--- config.mk ---
export PLATFORM = sky130hd
export DESIGN_NAME = waveform_source
export DESIGN_NICKNAME = d
export VERILOG_FILES = /design/src/rtl/waveform_source.sv
export SDC_FILE = /design/constraint.sdc
export NUM_CORES = 1
export LEC_CHECK = 0
export CAP_MARGIN = 25
export CELL_PAD_IN_SITES_DETAIL_PLACEMENT = 0
export CELL_PAD_IN_SITES_GLOBAL_PLACEMENT = 1
export CORE_UTILIZATION = 50
export CTS_CLUSTER_DIAMETER = 50
export DETAILED_ROUTE_END_ITERATION = 8
export PLACE_DENSITY_LB_ADDON = 0.08
export RECOVER_POWER = 100
export SYNTH_ARGS = -nofsm -noshare
export SYNTH_HDL_FRONTEND = slang
export SYNTH_SLANG_ARGS = --single-unit
export TNS_END_PERCENT = 1
--- constraint.sdc ---
create_clock -name dsp_clk -period 6.5 [get_ports dsp_clk]
set_clock_uncertainty 0.1 [all_clocks]
set_input_delay 0.975 -clock dsp_clk [delete_from_list [all_inputs] [get_ports dsp_clk]]
set_output_delay 0.975 -clock dsp_clk [all_outputs]
set_load 0.02 [all_outputs]
--- src/rtl/waveform_source.sv ---
// waveform_source
//   Test-waveform generator for the DSP TX path. Emits one WIDTH-bit sample
//   per pop in constant, ramp or table-playback mode, framed with
//   start/end-of-frame flags over a programmable frame length. Configured
//   through the settings bus at BASE..BASE+6.
//
// Ports
//   dsp_clk     : sole clock
//   dsp_rst_n   : asynchronous active-low reset
//   set_stb     : settings write strobe
//   set_addr    : settings address
//   set_data    : settings write data
//   tx_data     : current sample (valid while tx_pop_rdy)
//   tx_flags    : {2'b0, eof, sof} of the current sample
//   tx_pop_en   : consumer takes the current sample this cycle
//   tx_pop_rdy  : current sample valid
//   debug       : {mode, enable, sof, eof, rdy, pop_en, 9'b0, frame_cnt[15:0]}
module waveform_source #(
  parameter int WIDTH = 32,
  parameter int BASE  = 128,
  parameter int DEPTH = 16,
  parameter int LEN_W = 13
) (
  input  logic             dsp_clk,
  input  logic             dsp_rst_n,
  input  logic             set_stb,
  input  logic [7:0]       set_addr,
  input  logic [31:0]      set_data,
  output logic [WIDTH-1:0] tx_data,
  output logic [3:0]       tx_flags,
  input  logic             tx_pop_en,
  output logic             tx_pop_rdy,
  output logic [31:0]      debug
);

  localparam int AW = $clog2(DEPTH);

  localparam logic [7:0] ADDR_CTRL  = 8'(BASE);
  localparam logic [7:0] ADDR_VALUE = 8'(BASE + 1);
  localparam logic [7:0] ADDR_STEP  = 8'(BASE + 2);
  localparam logic [7:0] ADDR_FLEN  = 8'(BASE + 3);
  localparam logic [7:0] ADDR_TADDR = 8'(BASE + 4);
  localparam logic [7:0] ADDR_TDATA = 8'(BASE + 5);
  localparam logic [7:0] ADDR_TLEN  = 8'(BASE + 6);

  localparam logic [31:0] DEPTH32  = 32'(DEPTH);
  localparam logic [AW:0] TLEN_MAX = (AW + 1)'(DEPTH);

  typedef enum logic {S_IDLE, S_RUN} state_t;
  typedef enum logic [1:0] {M_CONST, M_RAMP, M_TABLE, M_RSVD} mode_t;

  // Index of the last sample in a frame; a programmed length of 0 acts as 1.
  function automatic logic [LEN_W-1:0] flenLast(input logic [LEN_W-1:0] flen);
    return (flen == '0) ? '0 : flen - LEN_W'(1);
  endfunction

  state_t            state_q, state_d;
  mode_t             mode_q, mode_d;
  logic [WIDTH-1:0]  value_q, value_d;
  logic [WIDTH-1:0]  step_q, step_d;
  logic [LEN_W-1:0]  flen_q, flen_d;
  logic [AW-1:0]     taddr_q, taddr_d;
  logic [AW:0]       tlen_q, tlen_d;
  logic [LEN_W-1:0]  frame_cnt_q, frame_cnt_d;
  logic [WIDTH-1:0]  acc_q, acc_d;
  logic [AW-1:0]     idx_q, idx_d;
  logic [WIDTH-1:0]  table_q [DEPTH];

  logic [WIDTH-1:0]  tx_data_q;
  logic [3:0]        tx_flags_q;
  logic              tx_pop_rdy_q;
  logic [31:0]       debug_q;

  logic [WIDTH-1:0]  wdata;
  logic              pop;
  logic              ctrl_wr;
  logic              tbl_we;
  logic              eof_now;
  logic              idx_last;
  logic              run_d;
  logic              sof_d;
  logic              eof_d;
  logic [WIDTH-1:0]  tbl_rd;
  logic [WIDTH-1:0]  sample_d;

  assign wdata    = WIDTH'(set_data);
  assign pop      = tx_pop_en && (state_q == S_RUN);
  // Wrap decisions belong to the sample being popped, so they use the
  // settings that were in force when that sample was registered.
  assign eof_now  = (frame_cnt_q >= flenLast(flen_q));
  assign idx_last = ({1'b0, idx_q} == (tlen_q - (AW + 1)'(1)));

  // Settings decode and generator advance. A CTRL write restarts the
  // generator and takes priority over a pop in the same cycle.
  always_comb begin
    state_d     = state_q;
    mode_d      = mode_q;
    value_d     = value_q;
    step_d      = step_q;
    flen_d      = flen_q;
    taddr_d     = taddr_q;
    tlen_d      = tlen_q;
    frame_cnt_d = frame_cnt_q;
    acc_d       = acc_q;
    idx_d       = idx_q;
    ctrl_wr     = 1'b0;
    tbl_we      = 1'b0;

    if (set_stb) begin
      case (set_addr)
        ADDR_CTRL: begin
          ctrl_wr = 1'b1;
          state_d = set_data[0] ? S_RUN : S_IDLE;
          mode_d  = mode_t'(set_data[2:1]);
        end
        ADDR_VALUE: value_d = wdata;
        ADDR_STEP:  step_d  = wdata;
        ADDR_FLEN:  flen_d  = set_data[LEN_W-1:0];
        ADDR_TADDR: taddr_d = set_data[AW-1:0];
        ADDR_TDATA: begin
          tbl_we  = 1'b1;
          taddr_d = taddr_q + AW'(1);
        end
        ADDR_TLEN: begin
          tlen_d = ((set_data == '0) || (set_data > DEPTH32)) ? TLEN_MAX
                                                             : set_data[AW:0];
        end
        default: ;
      endcase
    end

    if (ctrl_wr) begin
      frame_cnt_d = '0;
      acc_d       = value_q;
      idx_d       = '0;
    end else if (pop) begin
      frame_cnt_d = eof_now ? '0 : frame_cnt_q + LEN_W'(1);
      acc_d       = acc_q + step_d;
      idx_d       = idx_last ? '0 : idx_q + AW'(1);
    end
  end

  // Next registered sample. Everything is derived from next-state values so
  // that settings writes (VALUE, TDATA on the playing index, FLEN) show up
  // on the output the cycle after the write.
  always_comb begin
    run_d  = (state_d == S_RUN);
    sof_d  = (frame_cnt_d == '0);
    eof_d  = (frame_cnt_d >= flenLast(flen_d));
    tbl_rd = (tbl_we && (taddr_q == idx_d)) ? wdata : table_q[idx_d];
    case (mode_d)
      M_CONST: sample_d = value_d;
      M_RAMP:  sample_d = acc_d;
      M_TABLE: sample_d = tbl_rd;
      default: sample_d = '0;
    endcase
  end

  // Control state, settings registers and registered outputs.
  always_ff @(posedge dsp_clk or negedge dsp_rst_n) begin
    if (!dsp_rst_n) begin
      state_q      <= S_IDLE;
      mode_q       <= M_CONST;
      value_q      <= '0;
      step_q       <= WIDTH'(1);
      flen_q       <= LEN_W'(1);
      taddr_q      <= '0;
      tlen_q       <= TLEN_MAX;
      frame_cnt_q  <= '0;
      acc_q        <= '0;
      idx_q        <= '0;
      tx_data_q    <= '0;
      tx_flags_q   <= '0;
      tx_pop_rdy_q <= 1'b0;
      debug_q      <= '0;
    end else begin
      state_q      <= state_d;
      mode_q       <= mode_d;
      value_q      <= value_d;
      step_q       <= step_d;
      flen_q       <= flen_d;
      taddr_q      <= taddr_d;
      tlen_q       <= tlen_d;
      frame_cnt_q  <= frame_cnt_d;
      acc_q        <= acc_d;
      idx_q        <= idx_d;
      tx_pop_rdy_q <= run_d;
      tx_data_q    <= run_d ? sample_d : '0;
      tx_flags_q   <= run_d ? {2'b00, eof_d, sof_d} : 4'b0000;
      debug_q      <= {mode_d, run_d, run_d & sof_d, run_d & eof_d, run_d,
                       tx_pop_en, 9'b0, 16'(frame_cnt_d)};
    end
  end

  // Pattern table: plain storage, contents undefined after reset.
  always_ff @(posedge dsp_clk) begin
    if (tbl_we) begin
      table_q[taddr_q] <= wdata;
    end
  end

  assign tx_data    = tx_data_q;
  assign tx_flags   = tx_flags_q;
  assign tx_pop_rdy = tx_pop_rdy_q;
  assign debug      = debug_q;

endmodule

==> flow_metrics.py <==
metrics = {
    "pwr": {
        "cell_internal_pwr_mw": 7.99,
        "p_comb_frac": 0.216,
        "leakage_nw": 13.3,
        "power_frac_seq": 0.418,
        "p_per_area_nw_per_um2": 337,
        "p_clk_frac": 0.366,
        "swShare": 0.313,
        "peakVddDrop_mv": 0.376,
        "p_sw_mw": 3.64,
    },
    "global_route": {
        "grt_overflow": 0,
        "grt_pass1_vias": 20900,
        "grtUsageTotal": 0.312,
        "grt_max_degree": 110,
        "grt_pass1_wl_um": 138000,
        "antenna_found_initial": 7,
    },
    "floorplanning": {
        "die-area_sq_um": 61200,
        "core_area_sq_um": 59200,
        "fp.dieH_um": 247,
        "io_pins": 113,
        "row_count": 89,
        "initial_utilization": 0.508,
        "die-width_um": 247,
    },
    "clock_tree": {
        "clk_pin_slew_ns": 0.06,
        "cts_max_level": 3,
        "cts_tree": "done",
        "cts_buffers": 78,
        "clk_latency_ns": 0.64,
        "cts_resized": 0,
        "clock_tree.buffer_depth": 3,
        "hold_buffers": 0,
        "root_buffer": "clkbuf_16",
        "post_cts_buffers": 0,
        "clock-sinks": 685,
    },
    "timing": {
        "setup_viol": 0,
        "min_period_over_period": 0.923,
        "rsz0062_at_grt": "false",
        "max_slew_margin": -0.916,
        "fin_ws_ns": 0.503,
        "maxSlewViolCount": 718,
        "finalHoldViolations": 0,
        "min_period_ns": 6.00,
        "tightest_slew_ns": 2.87,
        "fmax_mhz": 167,
        "final.setup.tns_ns": 0,
    },
    "hold_path": {
        "hp-class": "reg -> reg",
        "min_from": "step_q[15]",
        "min_to": "step_q[15]",
        "hold_depth": 1,
    },
    "detailed_routing": {
        "initialDrtViolationCount": 2281,
        "avgRoutedWirePerCell_um": 27.7,
        "postRouteAntennaNets": 0,
        "vias": 21400,
        "remaining_drc_errors": 12,
        "drt-total-wl_um": 94300,
        "vias_per_cell": 6.28,
        "drtPass1Iterations": 7,
    },
    "yosys": {
        "synthFlopType": "edfxtp_1",
        "ys_ff_latch": 685,
        "syn_inst": 2432,
        "async_flop_share": 0.253,
        "ys_types": 71,
        "synth_edf_count": 512,
        "synth_area_sq_um": 30100,
        "yosys_warnings": 0,
        "avgSynthCellArea_sq_um": 12.4,
        "synth-seq-area-share": 0.655,
    },
    "finish": {
        "final_cell_mix": "edfxtp_1, nand2_1, a21oi_1",
        "drive_above_1_share": 0.0766,
        "final_nets": 2686,
        "fin_cells": 3410,
        "final_common_cell": "edfxtp_1",
        "area_growth_pct": 14.6,
        "finalInstanceArea_sq_um": 34500,
    },
    "setup_path": {
        "critPathLaunchType": "input port",
        "path_max_fanout": 27,
        "critPathMaxStageDelay_ns": 1.31,
        "crit_arrival_ns": 6.44,
        "crit_slowest_cell": "clkbuf_1",
        "r2r_start": "tlen_q[0]",
        "path_class": "in -> reg",
        "endpoint_kind": "flip-flop",
        "reg2reg_depth": 14,
        "crit_required_ns": 6.94,
        "timing.rr.end": "tx_data[5]",
        "reg2reg_slack_ns": 0.83,
        "crit_chain": "dlygate4sd3_1 > and4bb_1 > nand3_1 > clkbuf_1 > mux2i_1 > nand2_1 > clkbuf_1 > nor2_2 > o21ai_0 > nand3_1",
    },
    "placement": {
        "place_congestion": 0.907,
        "placed_area_sq_um": 32300,
        "dpl.hpwl_um": 59600,
        "pre_cts_ws_ns": 0.500,
        "port-buffer-count": 98,
        "place_inst": 3268,
    },
    "run": {
        "max_cap_viol_count": 25,
    },
    "outcome": {
        "violations": "design-rule violations, max-capacitance violations, max-slew violations",
        "status": "finished, violations left",
    },
}
-- worst max-delay path, delay by kind of cell --
family / cells / cell delay (ns)
compound gates: 1 / 0.52
mux: 1 / 0.74
simple gates: 5 / 1.73
buf+inv: 3 / 2.43
-- metrics by stage --
step	power (mW)	utilization	hold WS, ns
floorplan	6.51	-	0.352
finish	11.6	0.582	0.395
CTS	11.7	0.588	0.155
detailed placement	7.46	0.546	0.381
global placement	7.41	0.544	0.368
global route	12.1	0.582	0.408
-- kinds of logic (layout without fill, tap and decap cells) --
| family | count (synthesis) | count (layout) | share of synthesized area |
|---|---|---|---|
| simple gates | 752 | 752 | 0.110 |
| flops | 685 | 685 | 0.655 |
| compound gates | 595 | 595 | 0.131 |
| buf+inv | 179 | 370 | 0.0268 |
| mux | 85 | 85 | 0.0298 |
| xor+xnor | 68 | 68 | 0.0198 |
| fa+ha+maj | 67 | 67 | 0.0281 |
| other cells | 1 | 15 | 0.000125 |
-- final cells by class --
class	instances	area, sq um
diodes	1	2.50
inverters	32	121
repair buffers	197	1540
flip-flops and latches	685	19700
clock inverters	52	462
well taps	773	967
clock buffers	89	2010
fillers	4938	24800
multi-input cells	1581	9680
-- metal layers --
layer  up-vias  share of wire  track usage
li1       9447              -            -
met1     10800           0.43        0.449
met2      1004           0.46        0.488
met3       148          0.087       0.0483
met4         4          0.026        0.101
met5         -        0.00024            0
-- sequential cells by signal (all words and copies together) (netlist names) --
| register | flops |
|---|---|
| tx_data | 32 |
| mode_q | 1 |
| debug | 6 |
| flen_q | 13 |
| step_q | 32 |
| acc_q | 32 |
| tlen_q | 5 |
| taddr_q | 4 |
| table_q | 512 |
| idx_q | 4 |
| frame_cnt_q | 12 |
| value_q | 32 |
-- power by group through the flow --
stage | Sequential, mW | Combinational [mW] | Clock, mW
2_1_floorplan | 4.94 | 1.56 | 0
3_3_place_gp | 4.95 | 2.46 | 0
3_5_place_dp | 4.95 | 2.51 | 0
4_1_cts | 4.86 | 2.52 | 4.31
5_1_grt | 4.87 | 2.72 | 4.48
6_report | 4.86 | 2.52 | 4.25
-- Yosys cell counts, drive strengths merged, types with 30 or more instances --
| library cell | number | area (sq um) |
|---|---|---|
| buf | 74 | 413 |
| dfrtp | 170 | 4250 |
| xnor2 | 38 | 333 |
| nor2 | 118 | 460 |
| xor2 | 30 | 263 |
| o221ai | 30 | 263 |
| o22ai | 35 | 219 |
| nor3 | 58 | 290 |
| clkbuf | 73 | 274 |
| ha | 66 | 826 |
| mux2 | 37 | 417 |
| inv | 30 | 113 |
| nand3 | 60 | 300 |
| edfxtp | 512 | 15400 |
| o21ai | 99 | 495 |
| a31oi | 32 | 200 |
| nand2 | 396 | 1490 |
| a221oi | 74 | 648 |
| a21oi | 177 | 886 |
| mux2i | 48 | 480 |
-- worst max path at each step --
| stage | from | to | slack [ns] |
|---|---|---|---|
| finish | set_addr[2] | tx_data[20] | 0.50 |
| global route | set_addr[3] | table_q[10][14] | 0.34 |
| CTS | set_addr[2] | tx_data[28] | 1.15 |
| detailed placement | set_addr[2] | tx_data[28] | 0.50 |
| global placement | set_addr[2] | tx_data[28] | 0.57 |
| floorplan | set_addr[3] | table_q[11][0] | 1.51 |
(Power assumes the default switching activity.)
